===== src/rtl/lifo_fifo_ptr_ctrl_if.sv =====
// Request/status bundle between a producer/consumer and the LIFO/FIFO
// pointer controller. The master drives requests, the slave (controller)
// drives pointers, strobes and status.
// Optional almost_full/almost_empty members exist only when
// LFPC_ALMOST_FLAGS_EN is defined.
interface lifo_fifo_ptr_ctrl_if #(
  parameter int AW = 2
);
  logic          l_f;
  logic          push;
  logic          pop;
  logic          err_clr;
  logic [AW-1:0] wr_addr;
  logic [AW-1:0] rd_addr;
  logic          wr_inc;
  logic          wr_dec;
  logic          rd_inc;
  logic          rd_dec;
  logic [AW:0]   count;
  logic          full;
  logic          empty;
  logic          mode;
  logic          error;
`ifdef LFPC_ALMOST_FLAGS_EN
  logic          almost_full;
  logic          almost_empty;

  modport master (
    output l_f, push, pop, err_clr,
    input  wr_addr, rd_addr, wr_inc, wr_dec, rd_inc, rd_dec,
    input  count, full, empty, mode, error, almost_full, almost_empty
  );
  modport slave (
    input  l_f, push, pop, err_clr,
    output wr_addr, rd_addr, wr_inc, wr_dec, rd_inc, rd_dec,
    output count, full, empty, mode, error, almost_full, almost_empty
  );
`else
  modport master (
    output l_f, push, pop, err_clr,
    input  wr_addr, rd_addr, wr_inc, wr_dec, rd_inc, rd_dec,
    input  count, full, empty, mode, error
  );
  modport slave (
    input  l_f, push, pop, err_clr,
    output wr_addr, rd_addr, wr_inc, wr_dec, rd_inc, rd_dec,
    output count, full, empty, mode, error
  );
`endif
endinterface


===== src/rtl/lifo_fifo_ptr_ctrl.sv =====
// Pointer/control unit for a small LIFO/FIFO storage array.
// Tracks occupancy, issues registered write/read pointers and one-cycle
// inc/dec strobes, and flags illegal requests with a sticky error that
// parks the controller in S_ERR until err_clr.
// Reset rst_n is asynchronous and active-high.
// Optional feature macro: LFPC_ALMOST_FLAGS_EN (adds almost_full/almost_empty).
module lifo_fifo_ptr_ctrl #(
  parameter int DEPTH = 4,
  parameter int AW    = 2
) (
  input logic               clk,
  input logic               rst_n,
  lifo_fifo_ptr_ctrl_if.slave bus
);

  typedef enum logic [1:0] {S_EMPTY, S_PART, S_FULL, S_ERR} state_t;

  localparam logic [AW:0]   DEPTH_C = (AW+1)'(DEPTH);
  localparam logic [AW:0]   CNT_ONE = (AW+1)'(1);
  localparam logic [AW-1:0] PTR_ONE = AW'(1);

  state_t        state_q, state_d;
  logic [AW:0]   count_q, count_d;
  logic [AW-1:0] wr_q, wr_d, rd_q, rd_d;
  logic          mode_q, mode_d;
  logic          err_q, err_d;
  logic          full_q, full_d, empty_q, empty_d;
  logic          wr_inc_q, wr_inc_d, wr_dec_q, wr_dec_d;
  logic          rd_inc_q, rd_inc_d, rd_dec_q, rd_dec_d;
`ifdef LFPC_ALMOST_FLAGS_EN
  logic          afull_q, afull_d, aempty_q, aempty_d;
`endif

  logic          do_push, do_pop, illegal;
  logic          eff_mode, mode_chg;
  logic [AW-1:0] base_wr, base_rd;

  // State register.
  always_ff @(posedge clk or posedge rst_n) begin
    if (rst_n) state_q <= S_EMPTY;
    else       state_q <= state_d;
  end

  // Next state: S_ERR while the sticky error holds, otherwise from next count.
  always_comb begin
    state_d = state_q;
    if (err_d)                  state_d = S_ERR;
    else if (count_d == '0)     state_d = S_EMPTY;
    else if (count_d == DEPTH_C) state_d = S_FULL;
    else                        state_d = S_PART;
  end

  // Request decode and next values of every registered output.
  always_comb begin
    do_push  = 1'b0;
    do_pop   = 1'b0;
    illegal  = 1'b0;
    mode_chg = 1'b0;
    eff_mode = mode_q;
    if (state_q != S_ERR) begin
      // Mode can only follow l_f while empty; the new mode applies to this
      // cycle's requests, starting from freshly reset pointers.
      if (count_q == '0) begin
        eff_mode = bus.l_f;
        mode_chg = (bus.l_f != mode_q);
      end else if (bus.l_f != mode_q) begin
        illegal = 1'b1;
      end
      if (eff_mode) begin
        if (bus.push && bus.pop) illegal = 1'b1;
        else if (bus.push) begin
          if (count_q == DEPTH_C) illegal = 1'b1;
          else                    do_push = 1'b1;
        end else if (bus.pop) begin
          if (count_q == '0) illegal = 1'b1;
          else               do_pop  = 1'b1;
        end
      end else begin
        if (bus.push && bus.pop) begin
          do_push = 1'b1;
          if (count_q == '0) illegal = 1'b1;
          else               do_pop  = 1'b1;
        end else if (bus.push) begin
          if (count_q == DEPTH_C) illegal = 1'b1;
          else                    do_push = 1'b1;
        end else if (bus.pop) begin
          if (count_q == '0) illegal = 1'b1;
          else               do_pop  = 1'b1;
        end
      end
    end

    // In LIFO the read pointer is the top of stack, one below wr.
    base_wr = mode_chg ? '0 : wr_q;
    base_rd = mode_chg ? (eff_mode ? '1 : '0) : rd_q;

    wr_d     = base_wr;
    rd_d     = base_rd;
    wr_inc_d = 1'b0;
    wr_dec_d = 1'b0;
    rd_inc_d = 1'b0;
    rd_dec_d = 1'b0;
    if (eff_mode) begin
      if (do_push) begin
        wr_d = base_wr + PTR_ONE;  rd_d = base_rd + PTR_ONE;
        wr_inc_d = 1'b1;           rd_inc_d = 1'b1;
      end else if (do_pop) begin
        wr_d = base_wr - PTR_ONE;  rd_d = base_rd - PTR_ONE;
        wr_dec_d = 1'b1;           rd_dec_d = 1'b1;
      end
    end else begin
      if (do_push) begin
        wr_d = base_wr + PTR_ONE;  wr_inc_d = 1'b1;
      end
      if (do_pop) begin
        rd_d = base_rd + PTR_ONE;  rd_inc_d = 1'b1;
      end
    end

    count_d = count_q;
    if (do_push && !do_pop)      count_d = count_q + CNT_ONE;
    else if (do_pop && !do_push) count_d = count_q - CNT_ONE;

    mode_d  = eff_mode;
    full_d  = (count_d == DEPTH_C);
    empty_d = (count_d == '0);
    if (state_q == S_ERR) err_d = !bus.err_clr;
    else                  err_d = illegal;
`ifdef LFPC_ALMOST_FLAGS_EN
    afull_d  = (count_d >= DEPTH_C - CNT_ONE);
    aempty_d = (count_d <= CNT_ONE);
`endif
  end

  // Output/datapath registers.
  always_ff @(posedge clk or posedge rst_n) begin
    if (rst_n) begin
      count_q  <= '0;
      wr_q     <= '0;
      rd_q     <= '0;
      mode_q   <= 1'b0;
      err_q    <= 1'b0;
      full_q   <= 1'b0;
      empty_q  <= 1'b1;
      wr_inc_q <= 1'b0;
      wr_dec_q <= 1'b0;
      rd_inc_q <= 1'b0;
      rd_dec_q <= 1'b0;
`ifdef LFPC_ALMOST_FLAGS_EN
      afull_q  <= 1'b0;
      aempty_q <= 1'b1;
`endif
    end else begin
      count_q  <= count_d;
      wr_q     <= wr_d;
      rd_q     <= rd_d;
      mode_q   <= mode_d;
      err_q    <= err_d;
      full_q   <= full_d;
      empty_q  <= empty_d;
      wr_inc_q <= wr_inc_d;
      wr_dec_q <= wr_dec_d;
      rd_inc_q <= rd_inc_d;
      rd_dec_q <= rd_dec_d;
`ifdef LFPC_ALMOST_FLAGS_EN
      afull_q  <= afull_d;
      aempty_q <= aempty_d;
`endif
    end
  end

  assign bus.wr_addr = wr_q;
  assign bus.rd_addr = rd_q;
  assign bus.wr_inc  = wr_inc_q;
  assign bus.wr_dec  = wr_dec_q;
  assign bus.rd_inc  = rd_inc_q;
  assign bus.rd_dec  = rd_dec_q;
  assign bus.count   = count_q;
  assign bus.full    = full_q;
  assign bus.empty   = empty_q;
  assign bus.mode    = mode_q;
  assign bus.error   = err_q;
`ifdef LFPC_ALMOST_FLAGS_EN
  assign bus.almost_full  = afull_q;
  assign bus.almost_empty = aempty_q;
`endif

endmodule


===== src/flat_wrapper.sv =====
// flat-port wrapper written by rule: the top's interface ports become plain ports
module lifo_fifo_ptr_ctrl_flat 
#(
  parameter int DEPTH = 4,
  parameter int AW    = 2
)
  (clk, rst_n, bus_l_f, bus_push, bus_pop, bus_err_clr, bus_wr_addr, bus_rd_addr, bus_wr_inc, bus_wr_dec, bus_rd_inc, bus_rd_dec, bus_count, bus_full, bus_empty, bus_mode, bus_error);
  lifo_fifo_ptr_ctrl_if #(.AW(AW)) bus_i ();
  input logic clk;
  input logic rst_n;
  input wire logic [$bits(bus_i.l_f)-1:0] bus_l_f;
  input wire logic [$bits(bus_i.push)-1:0] bus_push;
  input wire logic [$bits(bus_i.pop)-1:0] bus_pop;
  input wire logic [$bits(bus_i.err_clr)-1:0] bus_err_clr;
  output wire logic [$bits(bus_i.wr_addr)-1:0] bus_wr_addr;
  output wire logic [$bits(bus_i.rd_addr)-1:0] bus_rd_addr;
  output wire logic [$bits(bus_i.wr_inc)-1:0] bus_wr_inc;
  output wire logic [$bits(bus_i.wr_dec)-1:0] bus_wr_dec;
  output wire logic [$bits(bus_i.rd_inc)-1:0] bus_rd_inc;
  output wire logic [$bits(bus_i.rd_dec)-1:0] bus_rd_dec;
  output wire logic [$bits(bus_i.count)-1:0] bus_count;
  output wire logic [$bits(bus_i.full)-1:0] bus_full;
  output wire logic [$bits(bus_i.empty)-1:0] bus_empty;
  output wire logic [$bits(bus_i.mode)-1:0] bus_mode;
  output wire logic [$bits(bus_i.error)-1:0] bus_error;
  assign bus_i.l_f = bus_l_f;
  assign bus_i.push = bus_push;
  assign bus_i.pop = bus_pop;
  assign bus_i.err_clr = bus_err_clr;
  assign bus_wr_addr = bus_i.wr_addr;
  assign bus_rd_addr = bus_i.rd_addr;
  assign bus_wr_inc = bus_i.wr_inc;
  assign bus_wr_dec = bus_i.wr_dec;
  assign bus_rd_inc = bus_i.rd_inc;
  assign bus_rd_dec = bus_i.rd_dec;
  assign bus_count = bus_i.count;
  assign bus_full = bus_i.full;
  assign bus_empty = bus_i.empty;
  assign bus_mode = bus_i.mode;
  assign bus_error = bus_i.error;
  lifo_fifo_ptr_ctrl #(.DEPTH(DEPTH), .AW(AW)) u_core (.clk(clk), .rst_n(rst_n), .bus(bus_i));
endmodule

===== config.mk =====
export PLATFORM = sky130hd
export DESIGN_NAME = lifo_fifo_ptr_ctrl_flat
export DESIGN_NICKNAME = d
export VERILOG_FILES = /design/src/rtl/lifo_fifo_ptr_ctrl_if.sv /design/src/rtl/lifo_fifo_ptr_ctrl.sv /design/src/flat_wrapper.sv
export SDC_FILE = /design/constraint.sdc
export NUM_CORES = 1
export LEC_CHECK = 0
export BUFFER_PORTS_ARGS = -buffer_cell sky130_fd_sc_hd__buf_4
export CAP_MARGIN = 20
export CORE_UTILIZATION = 57
export CTS_CLUSTER_DIAMETER = 40
export DETAILED_ROUTE_END_ITERATION = 8
export GPL_TIMING_DRIVEN = 1
export PLACE_DENSITY = 0.89
export SYNTH_ARGS = -nofsm -noshare
export SYNTH_HDL_FRONTEND = slang
export SYNTH_SLANG_ARGS = --single-unit

===== constraint.sdc =====
create_clock -name clk -period 3.2 [get_ports clk]
set_clock_uncertainty 0.15 [all_clocks]
set_input_delay 0.32 -clock clk [delete_from_list [all_inputs] [get_ports clk]]
set_output_delay 0.32 -clock clk [all_outputs]
set_load 0.03 [all_outputs]

==> flow_summary.yaml, run 1 <==
route:
  routed_wl_mm: 2.099
  wl_met1_um: 894
  routedWlPerCell_um: 15.10
  drt_iter0_markers: 21
  via_count: 840
  wl_met3_um: 92
  route.met2.wl_mm: 1.082
  first_pass_iters: 6
  routed.top_layer: "met4"
  postRouteAntennaNets: 0
  drc: 1
  vias_per_cell: 6.043
grt:
  grt_pass1_wl_mm: 3.532
  grt_pass1_vias: 797
  antenna_found_initial: 0
  track_usage_pct: 25.61
  grt_max_degree: 17
  grt-ovfl-total: 0
final_layout:
  final_util_pct: 75.36
  mostFrequentLayoutCells: "buf_4 (20), nand2_1 (16), dfrtp_1 (15)"
  area_delta_synth_final_pct: 18.56
  drive_above_1_share_pct: 32.52
  final_area_sq_um: 1175
  nets: 133
  diodes: 0
  final_common_cell: "buf_4"
worst_setup_path:
  rrSetupSlack_ns: 0.77
  critPathLaunchType: "flop"
  crit_end: "u_core.state_q[1]$_DFF_PP0_"
  critPathMaxFanout: 9
  r2r-end: "u_core.state_q[1]$_DFF_PP0_"
  rr_worst_depth: 9
  r2r_start: "u_core.bus.count[1]$_DFF_PP0_"
  worstPathArrival_ns: 2.46
  endpoint_kind: "flop"
  crit_start: "u_core.bus.count[1]$_DFF_PP0_"
  crit_required_ns: 3.23
  critical_path_class: "reg -> reg"
floorplanning:
  dieArea_sq_um: 1909
  core_area_sq_um: 1559
  ios: 21
  rows: 14
  initial_core_util_pct: 63.56
  die_height_um: 43.70
  die_x_um: 43.70
clock_network:
  tritoncts: "yes"
  clkTransAtPathRegs_ns: 0.10
  cts-root-buf: "clkbuf_4"
  cts_resized: 0
  htree_levels: 1
  cts.sinks: 16
  clock_latency_ns: 0.30
  clock_path_buffers: 2
  cts_made_buffers: 3
sta:
  rsz0062_at_grt: "false"
  finalCriticalPeriod_ns: 2.433
  finalSetupViolCount: 0
  drv_slew: 0
  period_share_pct: 76.04
  finalWorstSetupSlack_ns: 0.7668
  relSlewSlack_pct: 59.01
  worst_pin_slew_ns: 0.6141
  tns_ns: 0
  max_freq_mhz: 411.0
  finalHoldViolations: 0
synth:
  synth.distinct_cells: 45
  ys_async_sr_fraction_pct: 100.0
  synthCells: 101
  syn_nets: 110
  ys_ff_latch: 16
  yosys_warnings: 0
  yosysSeqAreaShare_pct: 40.53
  ys.flop_type: "dfrtp_1"
  avgSynthCellArea_sq_um: 9.811
  synth-edff-count: 0
  syn_area_sq_um: 991.0
placed_design:
  preCtsSetupSlack_ns: 0.7936
  io_buffers: 20
  placed_area_sq_um: 1139
  gp_congestion: 0.8346
  dp.final_hpwl_mm: 1.576
power:
  ir_drop_mv: 0.6260
  p_per_area_nw_per_um2: 1168
  leakage_nw: 0.5548
  total_power_mw: 1.372
status:
  violations: "DRC"
  status: "finished, violations left"
flow_run:
  cap_viol_max_count: 0
hold_path:
  hold_path.class: "in -> reg"
state kept, by name, summed over array words and instances, names as in the netlist:
| name | flops |
|---|---|
| u_core.bus.mode | 1 |
| u_core.bus.wr_dec | 1 |
| u_core.bus.error | 1 |
| u_core.bus.rd_inc | 1 |
| u_core.bus.full | 1 |
| u_core.bus.count | 3 |
| u_core.bus.wr_inc | 1 |
| u_core.state_q | 2 |
| u_core.bus.empty | 1 |
| u_core.bus.rd_addr | 2 |
| u_core.bus.wr_addr | 2 |
critical path: stages (launching register included):
cell and delay, ns:
dfrtp_1 0.42, inv_1 0.15, ha_1 0.24, nor2b_4 0.24, mux2i_2 0.33, o21bai_4 0.12, inv_4 0.13, nand2_1 0.10
a32oi_2 0.31, o21ai_1 0.13
through the flow:
stage               hold slack, ns  cells
floorplan                  0.08302    101
global placement            0.2688    134
detailed placement          0.2869    134
CTS                         0.1678    139
global route                0.2105    139
finish                      0.1701    139
per-layer routing:
| metal | GRT usage (%) | up-vias |
|---|---|---|
| li1 | - | 404 |
| met1 | 32.43 | 405 |
| met2 | 43.28 | 27 |
| met3 | 4.583 | 4 |
| met4 | 10.00 | 0 |
| met5 | 0 | - |
cell families after synthesis:
logic type | share of synthesized area (%)
XOR/XNOR | 5.303
buffers and inverters | 6.314
adder cells (fa/ha/maj) | 3.788
multiplexers | 1.389
flip-flops | 40.53
AO/OA/AOI/OAI | 22.10
AND/OR/NAND/NOR | 20.58
cell type report:
class | count | area, sq um
Clock buffer | 4 | 26.28
Fill cell | 120 | 384.1
Tap cell | 16 | 20.02
Sequential cell | 16 | 401.6
Timing Repair Buffer | 21 | 160.2
Inverter | 10 | 40.04
Multi-Input combinational cell | 72 | 526.8
Yosys cell counts (2+ instances only):
cell | n | area [sq um]
nand2_1 | 16 | 60.06
dfrtp_1 | 15 | 375.4
inv_1 | 7 | 26.28
xnor2_1 | 5 | 43.79
o21ai_0 | 4 | 20.02
buf_4 | 3 | 22.52
ha_1 | 3 | 37.54
nor2_1 | 3 | 11.26
o21ai_1 | 3 | 15.01
a21oi_2 | 2 | 17.52
a221oi_1 | 2 | 17.52
inv_2 | 2 | 7.510
nand3_1 | 2 | 10.01
o211ai_1 | 2 | 15.01
o31ai_1 | 2 | 15.01
how the worst min path moves through the flow:
stage	endpoint	slack, ns	from	cells after the start
detailed placement	u_core.bus.rd_addr[0]$_DFF_PP0_	0.29	rst_n	2
global placement	u_core.bus.wr_inc$_DFF_PP0_	0.27	rst_n	2
global route	u_core.bus.error$_DFF_PP0_	0.21	bus_err_clr	4
floorplan	u_core.bus.count[0]$_DFF_PP0_	0.08	rst_n	1
finish	u_core.bus.error$_DFF_PP0_	0.17	bus_err_clr	4
CTS	u_core.bus.error$_DFF_PP0_	0.17	bus_err_clr	4
what timing repair did:
action / CTS / global route
hold endpoints to repair: 15 / 0
hold buffers: 1 / 0
setup buffers: 0 / 0
power by group:
part / internal [mW] / switching, mW
registers: 0.294 / 0.0887
clock network: 0.0486 / 0.0643
logic: 0.342 / 0.534
total: 0.685 / 0.687
Power figures use the tool's default switching activity.
==> inputs of run 2 (changes only) <==
ABC_AREA = 1   (was unset)
CORE_UTILIZATION = 48   (was 57)
PLACE_DENSITY = 0.8   (was 0.89)
clock period = 2.09 ns   (was 3.2 ns; I/O delays follow)
==> run 2 against run 1 <==
Net effect:
- the flow now finishes without violations
- register-to-register slack worse by 0.60 ns
- sequential power up 49%
- hold slack worse by 0.052 ns
- clock power up 53%
- die area up 24%
- first-iteration DRC count down 67%
- critical endpoint is now u_core.bus.full$_DFF_PP0_
- sequential share of layout area down 2.9 points
==> flow_summary.yaml, run 2 <==
sta:
  max_freq_mhz: 519.4
  drv_slew: 0
  period_share_pct: 92.13
  relSlewSlack_pct: 59.61
  finalSetupViolCount: 0
  tns_ns: 0
  worst_pin_slew_ns: 0.6052
  finalHoldViolations: 0
  finalCriticalPeriod_ns: 1.925
  rsz0062_at_grt: "false"
floorplanning:
  core_area_sq_um: 2002
  rows: 16
  initial_core_util_pct: 52.13
  die_x_um: 48.63
  die_height_um: 48.63
  dieArea_sq_um: 2364
  ios: 21
power:
  total_power_mw: 2.312
  ir_drop_mv: 1.008
  p_per_area_nw_per_um2: 1795
  leakage_nw: 0.6873
synth:
  synth.distinct_cells: 23
  synth.area.top_cells: "dfrtp_1 (36%), nand2_1 (9.7%), nand3_1 (7.2%)"
  synth_common_cells: "nand2_1 (27), inv_1 (18), dfrtp_1 (15), nand3_1 (15), nor2_1 (8)"
  yosysSeqAreaShare_pct: 38.49
  avgSynthCellArea_sq_um: 8.089
  syn_area_sq_um: 1044
  yosysTopAreaCell: "dfrtp_1"
  syn_nets: 138
  ys_ff_latch: 16
  ys.flop_type: "dfrtp_1"
  synth-edff-count: 0
  synthCells: 129
  synth_top_cell_area_share_pct: 35.97
  yosys_warnings: 0
  yosysMostFrequentCell: "nand2_1"
  ys_async_sr_fraction_pct: 100.0
final_layout:
  nets: 165
  diodes: 0
  fill_cells: 178
  area_delta_synth_final_pct: 23.38
  final_util_pct: 64.31
  mostFrequentLayoutCells: "nand2_1 (27), buf_4 (22), inv_1 (16)"
  largest_register_ff_count: 3
  final_common_cell: "nand2_1"
  drive_above_1_share_pct: 35.48
clock_network:
  clock_latency_ns: 0.29
  post_cts_buffers: 0
  clock_path_buffers: 2
  clkTransAtPathRegs_ns: 0.09
  cts.sinks: 16
  tritoncts: "yes"
  cts-root-buf: "clkbuf_4"
  cts_made_buffers: 3
  htree_levels: 1
worst_setup_path:
  r2r-end: "u_core.bus.full$_DFF_PP0_"
  path_cells: "inv_2 -> ha_4 -> nand2_4 -> nand2_2 -> nand2_4 -> nand2_2 -> nand2_4 -> nand2_4 -> nand2_1 -> nand2_1 -> nand2_2 -> nor2_4 -> nand2_2 -> inv_1"
  critical_path_class: "reg -> reg"
  critPathLaunchType: "flop"
  crit_start: "u_core.bus.count[0]$_DFF_PP0_"
  crit_required_ns: 2.16
  cpMaxStageDelayCell: "dfrtp_2"
  r2r_start: "u_core.bus.count[0]$_DFF_PP0_"
  slowest_delay_ns: 0.45
  rrSetupSlack_ns: 0.16
  worstPathArrival_ns: 2.00
  critPathMaxFanout: 7
  critPathBufInv: 2
  endpoint_kind: "flop"
  path_delay_family: "simple AND/OR/NAND/NOR gates"
  rr_worst_depth: 14
route:
  routed_wl_mm: 2.144
  via_count: 885
  vias_per_cell: 4.863
  drc: 0
  first_pass_iters: 4
  postRouteAntennaNets: 0
  drt_iter0_markers: 7
  routedWlPerCell_um: 11.78
grt:
  grt_max_degree: 17
  grt_pass1_vias: 855
  antenna_found_initial: 0
  grt_pass1_wl_mm: 3.539
  grt-ovfl-total: 0
  track_usage_pct: 19.75
status:
  status: "completed"
hold_path:
  hold_path.class: "in -> reg"
  holdPathStages: 4
  hold_end: "u_core.bus.error$_DFF_PP0_"
  hold_start: "bus_err_clr"
placed_design:
  io_buffers: 20
  dp.final_hpwl_mm: 1.711
  gp_congestion: 0.8344
flow_run:
  cap_viol_max_count: 0
## run 2: power by group
group          switching, mW  internal (mW)  total [mW]  leakage, nW
sequential             0.109          0.462       0.571        0.185
clock                 0.0986         0.0742       0.173       0.0150
combinational          0.999          0.569        1.57        0.487
total                   1.21           1.11        2.31        0.687
## run 2: kinds of logic (layout without fill, tap and decap cells)
| logic type | count (synthesis) | count (layout) | synth area share [%] |
|---|---|---|---|
| buffers and inverters | 23 | 49 | 8.632 |
| xor gates and xnor gates | 4 | 4 | 3.358 |
| AOI/OAI and AO/OA | 15 | 15 | 10.91 |
| DFF | 16 | 16 | 38.49 |
| adders and majority gates | 3 | 3 | 3.598 |
| and+or+nand+nor | 68 | 68 | 35.01 |
## run 2: tightest hold or removal path: cells and delay by family
kind / cells / cell delay [ns]
AND/OR/NAND/NOR: 2 / 0.18
buffers and inverters: 2 / 0.13
## run 2: worst max-delay path by stage
| stage | to | slack, ns | cells after the start |
|---|---|---|---|
| after floorplan | u_core.state_q[0]$_DFF_PP0_ | 0.07 | 12 |
| after global placement | u_core.bus.wr_addr[1]$_DFF_PP0_ | 0.12 | 11 |
| after detailed placement | u_core.bus.rd_addr[1]$_DFF_PP0_ | 0.05 | 11 |
| after CTS | u_core.bus.full$_DFF_PP0_ | 0.03 | 12 |
| after global routing | u_core.bus.full$_DFF_PP0_ | 0.02 | 14 |
| final | u_core.bus.full$_DFF_PP0_ | 0.16 | 14 |
## run 2: layer usage
layer	vias up	share of wire, %	global-route usage, %
met3	2	3.6	5.660
met1	406	40	20.28
li1	461	-	-
met4	0	0.65	4.412
met2	16	56	38.66
met5	-	0	0
## run 2: layout make-up
| type | count | area, sq um | share of cell area [%] |
|---|---|---|---|
| Clock buffer | 4 | 26.28 | 2.041 |
| Inverter | 22 | 82.58 | 6.414 |
| Multi-Input combinational cell | 90 | 566.8 | 44.02 |
| Sequential cell | 16 | 402.9 | 31.29 |
| Tap cell | 27 | 33.78 | 2.624 |
| Timing Repair Buffer | 23 | 175.2 | 13.61 |
## run 2: repair_timing
item / CTS / global route
resized for setup: 0 / 5
hold buffers: 1 / 0
endpoints found under the hold margin: 15 / 0
setup endpoints to repair: 0 / 8
## run 2: stage by stage
stage	setup slack (ns)	area [sq um]	cells	hold WS, ns
CTS	0.03115	1272	182	0.1060
finish	0.1646	1287	182	0.1181
global placement	0.1158	1236	177	0.1514
detailed placement	0.04539	1236	177	0.1779
floorplan	0.07459	1045	129	-0.02804
global route	0.02121	1287	182	0.1226
==> inputs of run 3 (changes only) <==
PLACE_DENSITY = 0.81   (was 0.8)
SETUP_SLACK_MARGIN = 0.5   (was unset)
==> run 3 against run 2 <==
Net effect:
- critical path depth shrank 3
- maximum frequency grew 1.7%
- sequential power grew 3%
- first-iteration DRC count grew to 4.0 times the previous value
- sequential share of layout area shrank 3.7 points
- non-clock buffer count grew 10
- register-to-register slack gained 0.03 ns
==> flow_summary.yaml, run 3 (synthesis gave the netlist of run 2 again) <==
status:
  status: "completed"
sta:
  finalHoldViolations: 0
  drv_slew: 0
  relSlewSlack_pct: 60.55
  worst_pin_slew_ns: 0.5911
  period_share_pct: 90.58
  tns_ns: 0
  rsz0062_at_grt: "true"
  finalSetupViolCount: 0
  max_freq_mhz: 528.2
  finalCriticalPeriod_ns: 1.893
  fin_hold_ws_ns: 0.08891
placed_design:
  gp_congestion: 0.8452
  io_buffers: 20
  dp.final_hpwl_mm: 1.760
clock_network:
  clock_path_buffers: 2
  tritoncts: "yes"
  clock_latency_ns: 0.30
  cts.sinks: 16
  htree_levels: 1
  clkTransAtPathRegs_ns: 0.10
  cts_made_buffers: 3
  cts-root-buf: "clkbuf_4"
final_layout:
  fill_cells: 158
  mostFrequentLayoutCells: "buf_4 (32), nand2_1 (16), inv_1 (14)"
  nets: 175
  drive_above_1_share_pct: 54.55
  area_delta_synth_final_pct: 41.01
  final_common_cell: "buf_4"
  largest_register_ff_count: 3
  diodes: 0
grt:
  antenna_found_initial: 0
  grt_pass1_wl_mm: 4.098
  grt_pass1_vias: 931
  grt-ovfl-total: 0
  track_usage_pct: 23.01
  grt_max_degree: 17
floorplanning:
  dieArea_sq_um: 2364
  rows: 16
  die_height_um: 48.63
  ios: 21
  initial_core_util_pct: 52.13
  die_x_um: 48.63
  core_area_sq_um: 2002
route:
  vias_per_cell: 5.214
  routed_wl_mm: 2.595
  drc: 0
  routedWlPerCell_um: 13.52
  first_pass_iters: 4
  drt_iter0_markers: 28
  via_count: 1001
  postRouteAntennaNets: 0
worst_setup_path:
  endpoint_kind: "flop"
  critPathLaunchType: "flop"
  critical_path_class: "reg -> reg"
  crit_required_ns: 2.13
  critPathMaxFanout: 6
  worstPathArrival_ns: 1.94
flow_run:
  cap_viol_max_count: 0
power:
  p_per_area_nw_per_um2: 1841
  ir_drop_mv: 1.086
  leakage_nw: 0.7505
hold_path:
  hold_path.class: "in -> reg"
==> run 3: changes by cell type in the layout (fill, tap and decap cells not counted), sizes merged <==
cell  delta
buf     +10
==> run 3: path summary, 6_finish.rpt <==
| path | start | end | slack [ns] | depth (start not counted) |
|---|---|---|---|---|
| worst max register to register | u_core.bus.count[1]$_DFF_PP0_ | u_core.bus.wr_addr[0]$_DFF_PP0_ | 0.20 | 11 |
| max in group asynchronous | rst_n | u_core.bus.count[1]$_DFF_PP0_ | 0.97 | 3 |
| min in group asynchronous | rst_n | u_core.bus.wr_addr[0]$_DFF_PP0_ | 0.38 | 3 |
| worst max-delay path | u_core.bus.count[1]$_DFF_PP0_ | u_core.bus.wr_addr[0]$_DFF_PP0_ | 0.20 | 11 |
| worst min register to register | u_core.bus.wr_addr[0]$_DFF_PP0_ | u_core.bus.wr_addr[1]$_DFF_PP0_ | 0.52 | 3 |
| worst min-delay path | bus_err_clr | u_core.bus.error$_DFF_PP0_ | 0.09 | 4 |
==> run 3: worst max-delay path, stage by stage (launching register included) <==
cell and delay (ns):
dfrtp_2 0.42, inv_2 0.08, ha_4 0.19, nand2_8 0.08
nand2_1 0.06, nand3_1 0.10, nand2_4 0.12, buf_4 0.13
nor2_1 0.05, nor2_1 0.16, xor2_1 0.18, inv_1 0.06
==> run 3: layer usage <==
metal	vias up	track usage [%]	part of all wire [%]
met4	0	9.314	1.6
met2	45	42.13	54
met3	6	5.975	4.9
li1	476	-	-
met1	474	24.85	39
met5	-	0	0
==> run 3: cell type report <==
cell class	count	area, sq um	area share (%)
clock buffers	4	26.28	1.786
multi-input cells	90	669.4	45.49
flip-flops and latches	16	406.6	27.64
inverters	22	85.08	5.782
well taps	27	33.78	2.296
repair buffers	33	250.2	17.01
==> run 3: stage by stage <==
stage | instances | utilization (%) | power (mW) | setup WS [ns] | area (sq um)
floorplan | 129 | - | 1.785 | 0.2123 | 1090
global placement | 175 | 63.25 | 2.117 | 0.2297 | 1266
detailed placement | 175 | 63.25 | 2.190 | 0.1674 | 1266
CTS | 188 | 69.88 | 2.523 | 0.2175 | 1399
global route | 192 | 73.50 | 2.886 | 0.08418 | 1471
finish | 192 | 73.50 | 2.709 | 0.1969 | 1471
==> run 3: repair_timing <==
| item | in CTS | in global routing |
|---|---|---|
| pin swaps | 13 | 12 |
| endpoints found under the setup margin | 12 | 13 |
| hold buffers | 1 | 0 |
| buffers inserted | 8 | 4 |
| gates resized for setup | 9 | 13 |
| hold endpoints to repair | 15 | 0 |
==> run 3: where the power goes <==
group / switching [mW] / total, mW / internal (mW) / leakage (nW)
clock network: 0.0980 / 0.172 / 0.0744 / 0.0150
logic: 1.19 / 1.95 / 0.758 / 0.553
registers: 0.118 / 0.586 / 0.468 / 0.183
